===== config.mk =====
export PLATFORM = sky130hd
export DESIGN_NAME = sccb_cfg_scheduler_flat
export DESIGN_NICKNAME = d
export VERILOG_FILES = /design/src/rtl/ov7670_pkg.sv /design/src/rtl/sccb_cfg_scheduler_if.sv /design/src/rtl/sccb_delay_timer.sv /design/src/rtl/sccb_cfg_scheduler.sv /design/src/flat_wrapper.sv
export SDC_FILE = /design/constraint.sdc
export NUM_CORES = 1
export LEC_CHECK = 0
export ABC_CLOCK_PERIOD_IN_PS = 5300
export CORE_ASPECT_RATIO = 1.5
export CORE_MARGIN = 1.5
export CORE_UTILIZATION = 56
export CTS_CLUSTER_SIZE = 12
export DETAILED_ROUTE_END_ITERATION = 10
export PLACE_DENSITY = 0.94
export SYNTH_ARGS = -nofsm -noshare
export SYNTH_HDL_FRONTEND = slang
export SYNTH_SLANG_ARGS = --single-unit

===== constraint.sdc =====
create_clock -name clk -period 5.3 [get_ports clk]
set_clock_uncertainty 0.2 [all_clocks]
set_input_delay 1.06 -clock clk [delete_from_list [all_inputs] [get_ports clk]]
set_output_delay 1.06 -clock clk [all_outputs]
set_load 0.05 [all_outputs]

===== src/rtl/ov7670_pkg.sv =====
// Shared types and constants for the OV7670 SCCB configuration path.
package ov7670_pkg;

    typedef enum logic [3:0] {
        ST_PWRUP,
        ST_FETCH,
        ST_CHECK,
        ST_ISSUE,
        ST_WAIT,
        ST_GAP,
        ST_DELAY,
        ST_DONE,
        ST_FAULT
    } cfg_state_t;

    localparam logic [15:0] ROM_END        = 16'hFFFF;
    localparam logic [15:0] ROM_DELAY      = 16'hFFF0;
    localparam logic [7:0]  REG_COM7       = 8'h12;
    localparam int unsigned COM7_RESET_BIT = 7;
    localparam logic [7:0]  OV7670_WR_ID   = 8'h42;
    localparam logic [7:0]  USR_ERR_ADDR   = 8'hFF;

    // A COM7 write with the reset bit set needs the long settle afterwards.
    function automatic logic is_com7_reset(input logic [7:0] r, input logic [7:0] v);
        return (r == REG_COM7) && v[COM7_RESET_BIT];
    endfunction

    // Full 3-phase write frame as the SCCB master shifts it out.
    function automatic logic [23:0] sccb_write_frame(input logic [7:0] r, input logic [7:0] v);
        return {OV7670_WR_ID, r, v};
    endfunction

endpackage


===== src/rtl/sccb_cfg_scheduler_if.sv =====
// Request/completion bus between the configuration scheduler and the SCCB write master.
interface sccb_cfg_scheduler_if;
    logic       m_valid;
    logic       m_ready;
    logic [7:0] m_reg;
    logic [7:0] m_val;
    logic       m_done;
    logic       m_nack;

    modport master (
        output m_valid, m_reg, m_val,
        input  m_ready, m_done, m_nack
    );

    modport slave (
        input  m_valid, m_reg, m_val,
        output m_ready, m_done, m_nack
    );
endinterface


===== src/rtl/sccb_delay_timer.sv =====
// Shared down-counter for power-up, inter-transaction gap and settle delays.
module sccb_delay_timer #(
    parameter int unsigned TMR_W = 20
) (
    input  logic             clk,
    input  logic             reset_n,
    input  logic             load,
    input  logic [TMR_W-1:0] load_val,
    output logic             expired
);

    logic [TMR_W-1:0] count;

    always_ff @(posedge clk or negedge reset_n) begin
        if (!reset_n) begin
            count <= '0;
        end else if (load) begin
            count <= load_val;
        end else if (count != '0) begin
            count <= count - TMR_W'(1);
        end
    end

    // Held high while the count sits at zero; masked in the load cycle.
    assign expired = (count == '0) && !load;

endmodule


===== src/rtl/sccb_cfg_scheduler.sv =====
// Walks the OV7670 config ROM over a shared SCCB write master with settle delays
// and NACK retries, then arbitrates runtime single-register user writes.
module sccb_cfg_scheduler
    import ov7670_pkg::*;
#(
    parameter int unsigned POWERUP_CYCLES = 100000,
    parameter int unsigned SETTLE_CYCLES  = 100000,
    parameter int unsigned GAP_CYCLES     = 1000,
    parameter int unsigned MAX_RETRY      = 3,
    parameter int unsigned TMR_W          = 20
) (
    input  logic                 clk,
    input  logic                 reset_n,
    input  logic                 start,
    output logic [7:0]           rom_addr,
    input  logic [15:0]          rom_data,
    input  logic                 usr_valid,
    output logic                 usr_ready,
    input  logic [7:0]           usr_reg,
    input  logic [7:0]           usr_val,
    sccb_cfg_scheduler_if.master m,
    output logic                 busy,
    output logic                 config_done,
    output logic                 error,
    output logic [7:0]           err_addr
);

    localparam int unsigned      RTY_W     = (MAX_RETRY < 2) ? 1 : $clog2(MAX_RETRY + 1);
    localparam logic [RTY_W-1:0] RTY_MAX   = RTY_W'(MAX_RETRY);
    localparam logic [TMR_W-1:0] LD_PWRUP  = TMR_W'(POWERUP_CYCLES - 1);
    localparam logic [TMR_W-1:0] LD_SETTLE = TMR_W'(SETTLE_CYCLES - 1);
    localparam logic [TMR_W-1:0] LD_GAP    = TMR_W'(GAP_CYCLES - 1);

    cfg_state_t       state;
    logic [RTY_W-1:0] retry;
    logic             rdy_q;
    logic             tmr_load;
    logic [TMR_W-1:0] tmr_val;
    logic             tmr_exp;

    sccb_delay_timer #(.TMR_W(TMR_W)) u_timer (
        .clk      (clk),
        .reset_n  (reset_n),
        .load     (tmr_load),
        .load_val (tmr_val),
        .expired  (tmr_exp)
    );

    // A same-cycle start takes priority over a pending user write.
    assign usr_ready = rdy_q & ~start;

    // config_done doubles as the phase flag: once set, transactions are user writes.
    always_ff @(posedge clk or negedge reset_n) begin
        if (!reset_n) begin
            state       <= ST_PWRUP;
            rom_addr    <= '0;
            m.m_valid   <= 1'b0;
            m.m_reg     <= '0;
            m.m_val     <= '0;
            busy        <= 1'b0;
            config_done <= 1'b0;
            error       <= 1'b0;
            err_addr    <= '0;
            rdy_q       <= 1'b0;
            retry       <= '0;
            tmr_load    <= 1'b1;
            tmr_val     <= LD_PWRUP;
        end else begin
            tmr_load <= 1'b0;
            if (start && (state == ST_DONE || state == ST_FAULT)) begin
                config_done <= 1'b0;
                error       <= 1'b0;
                retry       <= '0;
                rom_addr    <= '0;
                busy        <= 1'b1;
                rdy_q       <= 1'b0;
                state       <= ST_FETCH;
            end else begin
                case (state)
                    ST_PWRUP: begin
                        busy <= 1'b1;
                        if (tmr_exp) state <= ST_FETCH;
                    end
                    ST_FETCH: state <= ST_CHECK;
                    ST_CHECK: begin
                        if (rom_data == ROM_END) begin
                            config_done <= 1'b1;
                            busy        <= 1'b0;
                            rdy_q       <= 1'b1;
                            state       <= ST_DONE;
                        end else if (rom_data == ROM_DELAY) begin
                            if (rom_addr == '1) begin
                                error    <= 1'b1;
                                err_addr <= USR_ERR_ADDR;
                                busy     <= 1'b0;
                                state    <= ST_FAULT;
                            end else begin
                                rom_addr <= rom_addr + 8'd1;
                                tmr_load <= 1'b1;
                                tmr_val  <= LD_SETTLE;
                                state    <= ST_DELAY;
                            end
                        end else begin
                            m.m_reg   <= rom_data[15:8];
                            m.m_val   <= rom_data[7:0];
                            m.m_valid <= 1'b1;
                            state     <= ST_ISSUE;
                        end
                    end
                    ST_ISSUE: begin
                        if (m.m_ready) begin
                            m.m_valid <= 1'b0;
                            state     <= ST_WAIT;
                        end
                    end
                    ST_WAIT: begin
                        if (m.m_done) begin
                            if (!m.m_nack) begin
                                retry <= '0;
                                if (!config_done && rom_addr == '1) begin
                                    // Acked the last address with no terminator: the ROM ran off its end.
                                    error    <= 1'b1;
                                    err_addr <= USR_ERR_ADDR;
                                    busy     <= 1'b0;
                                    state    <= ST_FAULT;
                                end else begin
                                    if (!config_done) rom_addr <= rom_addr + 8'd1;
                                    tmr_load <= 1'b1;
                                    if (is_com7_reset(m.m_reg, m.m_val)) begin
                                        tmr_val <= LD_SETTLE;
                                        state   <= ST_DELAY;
                                    end else begin
                                        tmr_val <= LD_GAP;
                                        state   <= ST_GAP;
                                    end
                                end
                            end else if (retry < RTY_MAX) begin
                                retry    <= retry + RTY_W'(1);
                                tmr_load <= 1'b1;
                                tmr_val  <= LD_GAP;
                                state    <= ST_GAP;
                            end else begin
                                retry <= '0;
                                error <= 1'b1;
                                busy  <= 1'b0;
                                if (config_done) begin
                                    err_addr <= USR_ERR_ADDR;
                                    rdy_q    <= 1'b1;
                                    state    <= ST_DONE;
                                end else begin
                                    err_addr <= rom_addr;
                                    state    <= ST_FAULT;
                                end
                            end
                        end
                    end
                    ST_GAP: begin
                        if (tmr_exp) begin
                            if (!config_done) begin
                                state <= ST_FETCH;
                            end else if (retry != '0) begin
                                m.m_valid <= 1'b1;
                                state     <= ST_ISSUE;
                            end else begin
                                busy  <= 1'b0;
                                rdy_q <= 1'b1;
                                state <= ST_DONE;
                            end
                        end
                    end
                    ST_DELAY: begin
                        if (tmr_exp) begin
                            if (config_done) begin
                                busy  <= 1'b0;
                                rdy_q <= 1'b1;
                                state <= ST_DONE;
                            end else begin
                                state <= ST_FETCH;
                            end
                        end
                    end
                    ST_DONE: begin
                        if (usr_valid && rdy_q) begin
                            m.m_reg   <= usr_reg;
                            m.m_val   <= usr_val;
                            m.m_valid <= 1'b1;
                            rdy_q     <= 1'b0;
                            busy      <= 1'b1;
                            state     <= ST_ISSUE;
                        end
                    end
                    ST_FAULT: state <= ST_FAULT;
                    default: begin
                        busy  <= 1'b0;
                        rdy_q <= 1'b0;
                        state <= ST_FAULT;
                    end
                endcase
            end
        end
    end

endmodule


===== src/flat_wrapper.sv =====
// flat-port wrapper written by rule: the top's interface ports become plain ports
module sccb_cfg_scheduler_flat import ov7670_pkg::*;
#(
    parameter int unsigned POWERUP_CYCLES = 100000,
    parameter int unsigned SETTLE_CYCLES  = 100000,
    parameter int unsigned GAP_CYCLES     = 1000,
    parameter int unsigned MAX_RETRY      = 3,
    parameter int unsigned TMR_W          = 20
)
  (clk, reset_n, start, rom_addr, rom_data, usr_valid, usr_ready, usr_reg, usr_val, busy, config_done, error, err_addr, m_m_valid, m_m_reg, m_m_val, m_m_ready, m_m_done, m_m_nack);
  sccb_cfg_scheduler_if m_i ();
  input  logic clk;
  input  logic reset_n;
  input  logic start;
  output logic [7:0] rom_addr;
  input  logic [15:0] rom_data;
  input  logic usr_valid;
  output logic usr_ready;
  input  logic [7:0] usr_reg;
  input  logic [7:0] usr_val;
  output logic busy;
  output logic config_done;
  output logic error;
  output logic [7:0] err_addr;
  output wire logic [$bits(m_i.m_valid)-1:0] m_m_valid;
  output wire logic [$bits(m_i.m_reg)-1:0] m_m_reg;
  output wire logic [$bits(m_i.m_val)-1:0] m_m_val;
  input wire logic [$bits(m_i.m_ready)-1:0] m_m_ready;
  input wire logic [$bits(m_i.m_done)-1:0] m_m_done;
  input wire logic [$bits(m_i.m_nack)-1:0] m_m_nack;
  assign m_m_valid = m_i.m_valid;
  assign m_m_reg = m_i.m_reg;
  assign m_m_val = m_i.m_val;
  assign m_i.m_ready = m_m_ready;
  assign m_i.m_done = m_m_done;
  assign m_i.m_nack = m_m_nack;
  sccb_cfg_scheduler #(.POWERUP_CYCLES(POWERUP_CYCLES), .SETTLE_CYCLES(SETTLE_CYCLES), .GAP_CYCLES(GAP_CYCLES), .MAX_RETRY(MAX_RETRY), .TMR_W(TMR_W)) u_core (.clk(clk), .reset_n(reset_n), .start(start), .rom_addr(rom_addr), .rom_data(rom_data), .usr_valid(usr_valid), .usr_ready(usr_ready), .usr_reg(usr_reg), .usr_val(usr_val), .m(m_i), .busy(busy), .config_done(config_done), .error(error), .err_addr(err_addr));
endmodule

==> impl_metrics.ini <==
[outcome]
run_status = complete, no violations

[logic_synthesis]
synth_top_area_share_pct = 42.1
yosys_warnings = 0
synth_edf_count = 0
syn-num-nets = 457
syn_area_um2 = 3800
synth.most_common_cell = dfrtp_1
synthDistinctLibCells = 64
synth_seq_cells = 66
synth.yosys.seq_area_share_pct = 43.5
synth_flop_cell = dfrtp_1
ys_top_cells_by_area = dfrtp_1 (42%), mux2i_1 (7.4%), a21oi_1 (4.6%), nor2_1 (4.5%), nand2_1 (3.4%)
synthTopCellsByCount = dfrtp_1 (64), nor2_1 (46), a21oi_1 (35), nand2_1 (34), mux2i_1 (28)
ys_async_sr_fraction_pct = 100
syn_avg_cell_area_um2 = 9.20
syn_inst = 413
synth_top_cell_by_area = dfrtp_1

[timing]
finalCriticalPeriod_ps = 3980
rsz0062_at_grt = no
finalSetupTns_ps = 0
slew_headroom_pct = 32.5
period_share_pct = 75.0
setup_viol = 0
worstMarginPinSlew_ps = 1010
finalWorstSetupSlack_ps = 1320
clock.fmax_mhz = 251
hold_viol = 0
drv_slew = 0

[cells_and_area]
finish.utilization_pct = 73.6
largest_reg_flops = 20
synthToLayoutAreaGrowth_pct = 26.4
nets = 528
n_antenna_cell = 0
regMostFlops = u_core.u_timer.count
num-fill-cells = 454
drive_gt1_share_pct = 9.20

[route]
vias = 3458
drt-pass1-iter-count = 5
wl_per_cell_um = 17.5
drc = 0
ant_nets = 0
vias_per_cell = 6.12
dr.first_iter.drc_count = 193
finalWirelength_um = 9890

[power_and_ir_drop]
ir_drop_uv = 408
p_leak_uw = 0.00207
powerDensity_nw_per_um2 = 599

[critical_path]
end_kind = flop
critPathArrivalTime_ps = 4060
cp_data_required_time_ps = 5380
crit_type = input port to flop
start_kind = input port
cp_max_fo = 16

[global_route]
gr-total-overflow = 0
grt_max_degree = 67
antenna_found_initial = 0
grt_pass1_vias = 3576
grt_first_pass_wirelength_um = 16700
grt_usage_pct = 28.7

[cts]
clkSlewWorstSetupHoldPaths_ps = 70
cts_setup_buffers = 0
clock-sinks = 66
clockBufferDepth = 2
cts_buffers = 9
insertion_delay_ps = 360
htreeDepth = 3
cts_tree = built
cts_resized = 0
cts_hold_buf = 0
cts_root_buffer = clkbuf_8

[die]
die-area_um2 = 7300
die_w_um = 70.3
initial_core_util_pct = 58.2
die_h_um = 104
core_um2 = 6530
num_rows = 36
io_pins = 76

[hold_path]
hold_class = flop to flop

[job]
max_cap_violations = 0

[place]
place_congestion = 0.976
dpl.hpwl_um = 7320
io_buffers = 75
pre_cts_ws_ps = 1010
[final cells by class]
type / instances / area (um^2) / share of cell area [%]
clock buffer: 11 / 141 / 2.94
clock inverter: 5 / 77.6 / 1.61
timing repair buffer: 78 / 768 / 16.0
tap: 76 / 95.1 / 1.98
multi-input combinational: 310 / 2000 / 41.6
inverter: 19 / 71.3 / 1.48
sequential: 66 / 1650 / 34.4
[final timing paths]
check | start | to | slack [ps] | cells after the start
worst max-delay path | rom_data[3] | u_core.rom_addr[5] | 1320 | 7
worst min-delay path | u_core.error | u_core.error | 290 | 1
worst max register to register | u_core.state[2] | u_core.err_addr[1] | 2130 | 5
worst min register to register | u_core.error | u_core.error | 290 | 1
max in group asynchronous | reset_n | u_core.u_timer.count[5] | 3660 | 2
min in group asynchronous | reset_n | u_core.u_timer.count[1] | 670 | 2
[layout by cell type (no fill, tap or decap), drive strengths merged, types with 5 or more instances in the layout]
cell type,count
a21o,5
a21oi,35
clkbuf,11
clkdlybuf4s50,74
dfrtp,64
ha,5
inv,19
mux2i,28
nand2,34
nand3,11
nand4,7
nor2,46
nor3,13
nor4,10
o21ai,24
or3,7
or4,7
xnor2,11
xor2,6
[worst max-delay path, cell delays in order]
cell and delay, ps:
clkdlybuf4s50_1 460, nor4_1 680, nor4b_4 390, nor2_1 90
nand4b_1 550, or4_1 650, a21oi_1 180
[kinds of logic (layout without fill, tap and decap cells)]
logic type	after synthesis	count (layout)	synth area share, %
AND/OR/NAND/NOR	163	163	23.5
XOR/XNOR	17	17	3.92
adder cells (fa/ha/maj)	5	5	1.65
buffers and inverters	37	113	4.08
flip-flops	66	66	43.5
AO/OA/AOI/OAI	94	94	15.1
multiplexers	31	31	8.26
[per-stage QoR]
stage / instance area (um^2) / total power (uW) / std cells / hold WS [ps]
after CTS: 4800 / 2880 / 565 / 294
after global placement: 4590 / 2350 / 549 / 262
after detailed placement: 4590 / 2400 / 549 / 277
final: 4800 / 2880 / 565 / 285
after floorplan: 3800 / 1960 / 413 / 280
after global routing: 4800 / 3060 / 565 / 318
[layer usage]
metal / up-vias / track usage (%) / wire, um
li1: 1632 / - / -
met1: 1633 / 31.0 / 3580
met2: 156 / 51.1 / 5280
met3: 37 / 5.43 / 597
met4: 0 / 16.6 / 428
met5: - / 0 / 0
[where the power goes]
group | switching (uW) | internal [uW]
logic | 911 | 565
registers | 221 | 708
clock network | 199 | 276
Note: power is estimated with default switching activity, not from simulation.
